$ cat src/rtl/alu_exec_unit.sv
// Multi-cycle ALU execute stage: single-cycle logic/arith/compare/lui, iterative shifter.
// Optional macro OVERFLOW_TRAP_EN enables signed overflow reporting on add/sub.
module alu_exec_unit #(
    parameter int SHIFT_STEP = 1,
    parameter int DATA_W     = 32
) (
    input  logic              clk,
    input  logic              rst_n,
    input  logic              in_valid,
    output logic              in_ready,
    input  logic [4:0]        alu_ctrl,
    input  logic [4:0]        shamt,
    input  logic [DATA_W-1:0] src_a,
    input  logic [DATA_W-1:0] src_b,
    output logic              out_valid,
    input  logic              out_ready,
    output logic [DATA_W-1:0] result,
    output logic              ovf
);

    typedef enum logic [1:0] {S_IDLE, S_SHIFT, S_DONE} state_t;

    localparam logic [5:0] STEP = 6'(SHIFT_STEP);

    state_t            r_state, w_next;
    logic [DATA_W-1:0] r_res;
    logic              r_ovf;
    logic [5:0]        r_amt;
    logic [1:0]        r_kind;

    logic              w_accept;
    logic              w_is_shift;
    logic [4:0]        w_amt;
    logic [1:0]        w_kind;
    logic [5:0]        w_step;
    logic [DATA_W-1:0] w_sum, w_diff, w_alu_res, w_shifted;
    logic              w_alu_ovf;

    assign w_accept   = in_valid & in_ready;
    assign w_is_shift = (alu_ctrl <= 5'd5);
    assign w_amt      = (alu_ctrl < 5'd3) ? shamt : src_a[4:0];
    assign w_kind     = (alu_ctrl >= 5'd3) ? 2'(alu_ctrl - 5'd3) : alu_ctrl[1:0];
    assign w_sum      = src_a + src_b;
    assign w_diff     = src_a - src_b;
    assign w_step     = (r_amt > STEP) ? STEP : r_amt;

    always_comb begin
        w_alu_res = '0;
        w_alu_ovf = 1'b0;
        case (alu_ctrl)
            5'd6, 5'd7: w_alu_res = w_sum;
            5'd8, 5'd9: w_alu_res = w_diff;
            5'd10:      w_alu_res = src_a & src_b;
            5'd11:      w_alu_res = src_a | src_b;
            5'd12:      w_alu_res = src_a ^ src_b;
            5'd13:      w_alu_res = ~(src_a | src_b);
            5'd14:      w_alu_res = {{(DATA_W-1){1'b0}}, ($signed(src_a) < $signed(src_b))};
            5'd15:      w_alu_res = {{(DATA_W-1){1'b0}}, (src_a < src_b)};
            5'd16:      w_alu_res = {src_b[15:0], 16'h0000};
            default:    w_alu_res = '0;
        endcase
`ifdef OVERFLOW_TRAP_EN
        // Trap only the signed variants; the unsigned forms wrap silently.
        if (alu_ctrl == 5'd6)
            w_alu_ovf = (src_a[DATA_W-1] == src_b[DATA_W-1]) && (w_sum[DATA_W-1] != src_a[DATA_W-1]);
        else if (alu_ctrl == 5'd8)
            w_alu_ovf = (src_a[DATA_W-1] != src_b[DATA_W-1]) && (w_diff[DATA_W-1] != src_a[DATA_W-1]);
`endif
    end

    always_comb begin
        case (r_kind)
            2'd0:    w_shifted = r_res << w_step;
            2'd1:    w_shifted = r_res >> w_step;
            default: w_shifted = $unsigned($signed(r_res) >>> w_step);
        endcase
    end

    always_ff @(posedge clk or negedge rst_n) begin
        if (!rst_n) r_state <= S_IDLE;
        else        r_state <= w_next;
    end

    always_comb begin
        w_next = r_state;
        case (r_state)
            S_IDLE:  if (w_accept) w_next = (w_is_shift && w_amt != 5'd0) ? S_SHIFT : S_DONE;
            S_SHIFT: if (r_amt <= STEP) w_next = S_DONE;
            S_DONE:  if (out_ready) w_next = S_IDLE;
            default: w_next = S_IDLE;
        endcase
    end

    always_comb begin
        in_ready  = (r_state == S_IDLE);
        out_valid = (r_state == S_DONE);
    end

    // Shift ops park the operand in r_res and shift it in place; others land the result directly.
    always_ff @(posedge clk or negedge rst_n) begin
        if (!rst_n) begin
            r_res  <= '0;
            r_ovf  <= 1'b0;
            r_amt  <= '0;
            r_kind <= '0;
        end else if (w_accept) begin
            if (w_is_shift) begin
                r_res  <= src_b;
                r_ovf  <= 1'b0;
                r_amt  <= {1'b0, w_amt};
                r_kind <= w_kind;
            end else begin
                r_res  <= w_alu_res;
                r_ovf  <= w_alu_ovf;
                r_amt  <= '0;
            end
        end else if (r_state == S_SHIFT) begin
            r_res <= w_shifted;
            r_amt <= r_amt - w_step;
        end
    end

    assign result = r_res;
    assign ovf    = r_ovf;

endmodule

$ cat config.mk
export PLATFORM = sky130hd
export DESIGN_NAME = alu_exec_unit
export DESIGN_NICKNAME = d
export VERILOG_FILES = /design/src/rtl/alu_exec_unit.sv
export SDC_FILE = /design/constraint.sdc
export NUM_CORES = 1
export LEC_CHECK = 0
export CAP_MARGIN = 30
export CORE_ASPECT_RATIO = 2
export CORE_MARGIN = 1.5
export CORE_UTILIZATION = 35
export CTS_BUF_LIST = sky130_fd_sc_hd__clkbuf_4 sky130_fd_sc_hd__clkbuf_8
export DETAILED_ROUTE_END_ITERATION = 10
export PLACE_DENSITY = 0.58
export SYNTH_ARGS = -nofsm -noshare
export SYNTH_HDL_FRONTEND = slang
export SYNTH_SLANG_ARGS = --single-unit
$ cat constraint.sdc
create_clock -name clk -period 3.1 [get_ports clk]
set_input_delay 0.775 -clock clk [delete_from_list [all_inputs] [get_ports clk]]
set_output_delay 0.775 -clock clk [all_outputs]
set_load 0.02 [all_outputs]
Yosys cells after proc, flatten, opt, wreduce, memory -nomap -nowiden
Index checks and enable logic that the tools add are counted.
{"block": "op_classes", "n_addsub": 4, "mul": 0, "n_div": 0, "order_cmp": 7, "eq_ne": 17, "shifts": 3, "mux": 16, "bitwise": 5, "n_reduce_logical": 9}
{"cell": "32-bit one-hot mux with 9 select lines", "n": 1}
{"cell": "32-bit two-way mux", "n": 3}
{"cell": "32-bit < comparator", "n": 2}
{"cell": "32-bit one-hot mux with 2 select lines", "n": 1}
{"cell": "5-bit by 4-bit == test with 1-bit output, second input constant", "n": 8}
{"cell": "32-bit adder", "n": 1}
{"cell": "32-bit bitwise AND", "n": 1}
{"cell": "32-bit inverter", "n": 1}
{"cell": "32-bit bitwise OR", "n": 1}
{"cell": "32-bit by 6-bit << shifter with 32-bit output", "n": 1}
{"cell": "32-bit by 6-bit right shift with 32-bit output", "n": 1}
{"cell": "32-bit by 6-bit >>> shifter with 32-bit output", "n": 1}
{"cell": "32-bit subtractor", "n": 1}
{"cell": "32-bit bitwise XOR", "n": 1}
{"cell": "6-bit two-way mux", "n": 3}
{"cell": "5-bit by 3-bit == test with 1-bit output, second input constant", "n": 2}
{"cell": "2-bit two-way mux", "n": 5}
{"cell": "5-bit two-way mux", "n": 2}
{"cell": "6-bit by 1-bit greater-than comparator with 1-bit output, second input constant", "n": 1}
{"cell": "6-bit by 1-bit less-or-equal comparator with 1-bit output, second input constant", "n": 1}
{"cell": "2-bit one-hot mux with 3 select lines", "n": 1}
{"cell": "6-bit subtractor", "n": 1}
{"cell": "5-bit == test, second input constant", "n": 1}
{"cell": "5-bit by 2-bit >= comparator with 1-bit output, second input constant", "n": 1}
{"cell": "other kinds (15)", "n": 19}
{"block": "totals", "register_bits": 42, "latch_bits": 0, "mem_bits_rw": 0, "romBits": 0, "input_bits": 78, "word_cells": 65, "memories": 0}

Longest topological paths before layout
{"block": "depth", "ltp_word": 7, "depth_mapped": 13}

Worst setup path before layout
OpenSTA, ideal clock, no wires.
{"block": "synth_timing", "path_kind": "input to register", "startpoint": "input src_a[0]", "endpoint": "register r_res[28], in the netlist result[28]", "setup_ns": 0.140, "t_arrival_ns": 3.328, "setup_slack_ns": -0.368, "cell_stages": 13, "path_buffers": 0, "path_cell_list": "inv_1 > ha_1 > inv_1 > fa_1 > nor2b_1 > o311a_1 > o22a_1 > a21bo_2 > o31ai_2 > a2111oi_0 > nand2b_1 > a2111oi_0 > a211oi_1"}
{"block": "synth_via", "elab_chain_cells": 4}
{"element": "from (decl)", "line": "13", "source": "input logic [DATA_W-1:0] src_a,"}
{"element": "32-bit subtractor or 32-bit adder (tied branches)", "line": "44, 43"}
{"element": "32-bit one-hot mux with 9 select lines (*)", "line": "50", "source": "case (alu_ctrl)"}
{"element": "32-bit two-way mux (*)", "line": "107", "source": "if (w_is_shift) begin"}
{"element": "32-bit two-way mux (*)", "line": "106", "source": "end else if (w_accept) begin"}
{"element": "to (signal assigned)", "line": "108", "source": "r_res <= src_b;"}
{"element": "to (signal assigned)", "line": "113", "source": "r_res <= w_alu_res;"}
{"element": "to (signal assigned)", "line": "118", "source": "r_res <= w_shifted;"}
{"element": "to (decl)", "line": "26", "source": "logic [DATA_W-1:0] r_res;"}
Every way passes the cells marked *; elsewhere a longest branch is shown, timed or not.
A chain may end at the register's enable or synchronous reset.

Worst setup path in the final report
{"block": "layout_timing", "startpoint": "input src_a[0]", "endpoint": "register r_res[0], in the netlist result[0]"}
{"block": "layout_via", "elab_chain_cells": 5}
{"element": "branches (longest 2 deep; another with 32-bit subtractor)"}
{"element": "32-bit one-hot mux with 9 select lines (*)", "line": "50"}
{"element": "32-bit two-way mux (*)", "line": "107"}
{"element": "32-bit two-way mux (*)", "line": "106"}
Mark *: on every way between the ends.

==> impl_results.md <==
* Layout cell share with drive strength beyond 1 at 41.8%
* Clock Skew at 0.0108 ns
* Largest cells by area after synthesis: ha_1, dfrtp_1, a21oi_1
* Clk_lat worst skew at 0.35 ns
* Switching share of power at 49.7%
* Reg clk slew, reported paths at 0.11 ns
* GR Util met3 at 4.66%
* RSZ-0062 raised after global routing: true
* Post-Syn Area at 7970 sq um
* Top-count cell post-synth: a21oi_1
* DRC at 0
* Tmin final at 3.22 ns
* H-tree depth at 2
* Crit-path most repeated cell: buf_6
* Slowest CP cell: fa_2
* Post-layout util at 60.3%
* Hold crit path type: in -> async
* Commonest register cell after synthesis: dfrtp_1
* Final setup fails at 8
* Antenna Diode Count at 0
* Die area at 23,700 sq um
* Async set-or-reset flop fraction in the synthesized netlist at 100%
* Detail Placement HPWL at 33.2 mm
* CP Buf/Inv Count at 6
* Area growth, synth to finish at 70.5%
* Crit-path cells: buf_8, inv_4, ha_4, inv_2, fa_2, nor2b_4, o311a_1, o22a_1, a21bo_4, o31ai_4, buf_6, buf_6, a2111oi_4, o31ai_1, buf_4, a21oi_2, o21ai_1
* I/O pin cnt at 113
* R2r startpoint: r_amt[1]
* Post-route setup slack at -0.121 ns
* Psw at 2700 uW
* First-iteration detailed-routing DRC count at 898
* TritonCTS Buffers at 5
* Worst path top cell family by delay: compound AO/OA/AOI/OAI gates
* Final nets at 1,738
* Largest net degree at the start of global routing at 27
* Syn Nets at 1,307
* Max-Slew Margin vs Limit at 62.7%
* Worst-Margin Slew at 0.560 ns
* Crit path DAT at 3.50 ns
* Critical Path Fanout Max at 3
* Failing checks: negative setup slack
* # Max-Cap Violations at 0
* Buffers on Ports at 111
* Vias post-DR at 11,100
* Synth warn at 0
* Worst Setup SP: src_a[0]
* Initial Utilization at 35.4%
* Routed len/inst at 23.3 um
* Post-Place Setup Slack at -1.24 ns
* WS Path Type: in -> reg
* Combinational fraction of design power at 72.6%
* Vias per cell at 6.05
* Gpl congestion at 0.977
* Max Clk Rate at 310 MHz
* Netlist cell types at 77
* Synth top area share at 15.9%
* Initial antenna violation count at 0
* #FFs+latches synth at 42
* VDD IR-drop max at 0.000461 V
* Syn avg cell area at 7.08 sq um
* Antenna Nets Post-Route at 0
* Synth Instances at 1,126
* Clock power share at 8.0%
* TNS Setup at -0.650 ns
* Slew Limit Fails at 0
* Min Hold Slack at 0.340 ns
* Die span in x at 110 um
* Number of synthesized flops with an enable pin at 0
* Hold-fix buffers, CTS at 0
* Root Buffer: clkbuf_8
* PD cells at 400 nW/um^2
* Clk buf depth at 2
* Status: complete, but fails checks
* First-pass GRT wire length at 63.0 mm
* Startpoint types: primary input
* Final period util at 104%
* CTS tree: done
* Register area share after synthesis at 13.2%
* Most used routing layer: met2
* Num rows at 78
* Top post-synthesis cells by count: a21oi_1, ha_1, inv_1
* Pleak at 0.00604 uW
* Final WL at 42.8 mm
* Required @ worst endpoint at 3.38 ns
* Gr usage total at 35.9%
* Core Area at 22,500 sq um
* Die H at 216 um
* Sequential share of power at 19.4%
* Clock sink total at 42
* Setup crit end kind: flip-flop
* Vias in the first global route at 11,100
* Final hold viol count at 0
* Slowest stage delay, CP at 0.33 ns
* Met1 Use GR at 36.7%
* Tot Pwr at 5440 uW
* Internal power consumption at 2740 uW
* Aggregate global routing overflow at 0
* DRT Pass-1 Iters at 6
* Area leader, netlist: ha_1
* Global-route met2 utilization at 63.4%
[power by group through the flow]
stage | clock network (uW) | logic (uW) | registers [uW]
finish | 435 | 3950 | 1050
global route | 454 | 4200 | 1070
CTS | 436 | 3740 | 1050
detailed placement | 0 | 3500 | 1060
global placement | 0 | 3460 | 1050
floorplan | 0 | 1610 | 1170
[layout by cell type, fill, tap and decap left out, types with 8 or more instances in the layout]
cell	Yosys	routed
a211oi_1	24	14
a211oi_2	0	9
a21o_1	17	16
a21oi_1	130	114
a21oi_2	0	12
a221o_1	13	13
a221oi_1	19	17
a22oi_1	25	24
a31oi_1	13	9
buf_2	3	8
buf_4	1	358
buf_6	0	29
clkbuf_2	0	15
clkdlybuf4s50_1	0	66
dfrtp_1	42	42
ha_1	101	56
ha_2	0	14
ha_4	0	31
inv_1	101	65
inv_2	0	33
mux2i_1	21	21
nand2_1	77	76
nand2b_1	19	16
nand3_1	16	12
nor2_1	86	82
nor2b_1	14	11
nor3_1	20	17
o211ai_1	20	20
o21a_1	9	9
o21ai_0	90	69
o21ai_1	4	13
o21bai_1	9	8
o221ai_1	12	9
o22ai_1	13	10
[through the flow]
stage	instances	instance area [sq um]
after detailed placement	1790	12000
after floorplan	1126	8150
after global routing	1838	13600
after global placement	1790	12000
after CTS	1824	13200
final	1838	13600
[kinds of logic after synthesis]
kind of cell | share of synthesized area, %
other cells | 0.0471
mux | 3.20
buf+inv | 8.43
fa+ha+maj | 16.4
compound gates | 40.3
xor+xnor | 0.549
simple gates | 18.0
flops | 13.2
[registers in the layout (all words and copies together), names as in the netlist]
name,cells
r_amt,6
r_kind,2
r_state,2
result,32
[timing repair]
item / CTS / global route
pin swaps: 82 / 77
endpoints found under the setup margin: 28 / 29
setup buffers: 29 / 16
gates resized for setup: 268 / 124
[final timing paths]
check / to / slack, ns / cells past startpoint
worst max-delay path: result[0] / -0.12 / 17
min in group clk: r_state[0] / 0.54 / 1
max in group asynchronous: result[17] / 1.97 / 2
worst max register to register: result[30] / 0.34 / 9
worst min-delay path: r_amt[2] / 0.34 / 1
worst min register to register: r_state[0] / 0.54 / 1
[area by class of cell]
type | instances | area (sq um)
clock buffers | 5 | 68.8
clock inverters | 3 | 23.8
fillers | 2055 | 8960
inverters | 101 | 397
multi-input cells | 907 | 7610
flip-flops and latches | 42 | 1050
well taps | 280 | 350
repair buffers | 500 | 4090
[layer usage]
metal	share of wire [%]	vias to the layer above
met5	0.082	-
met4	9.2	2
met3	6.2	223
met2	51	550
met1	34	5283
li1	-	5055
Power figures use the tool's default switching activity.
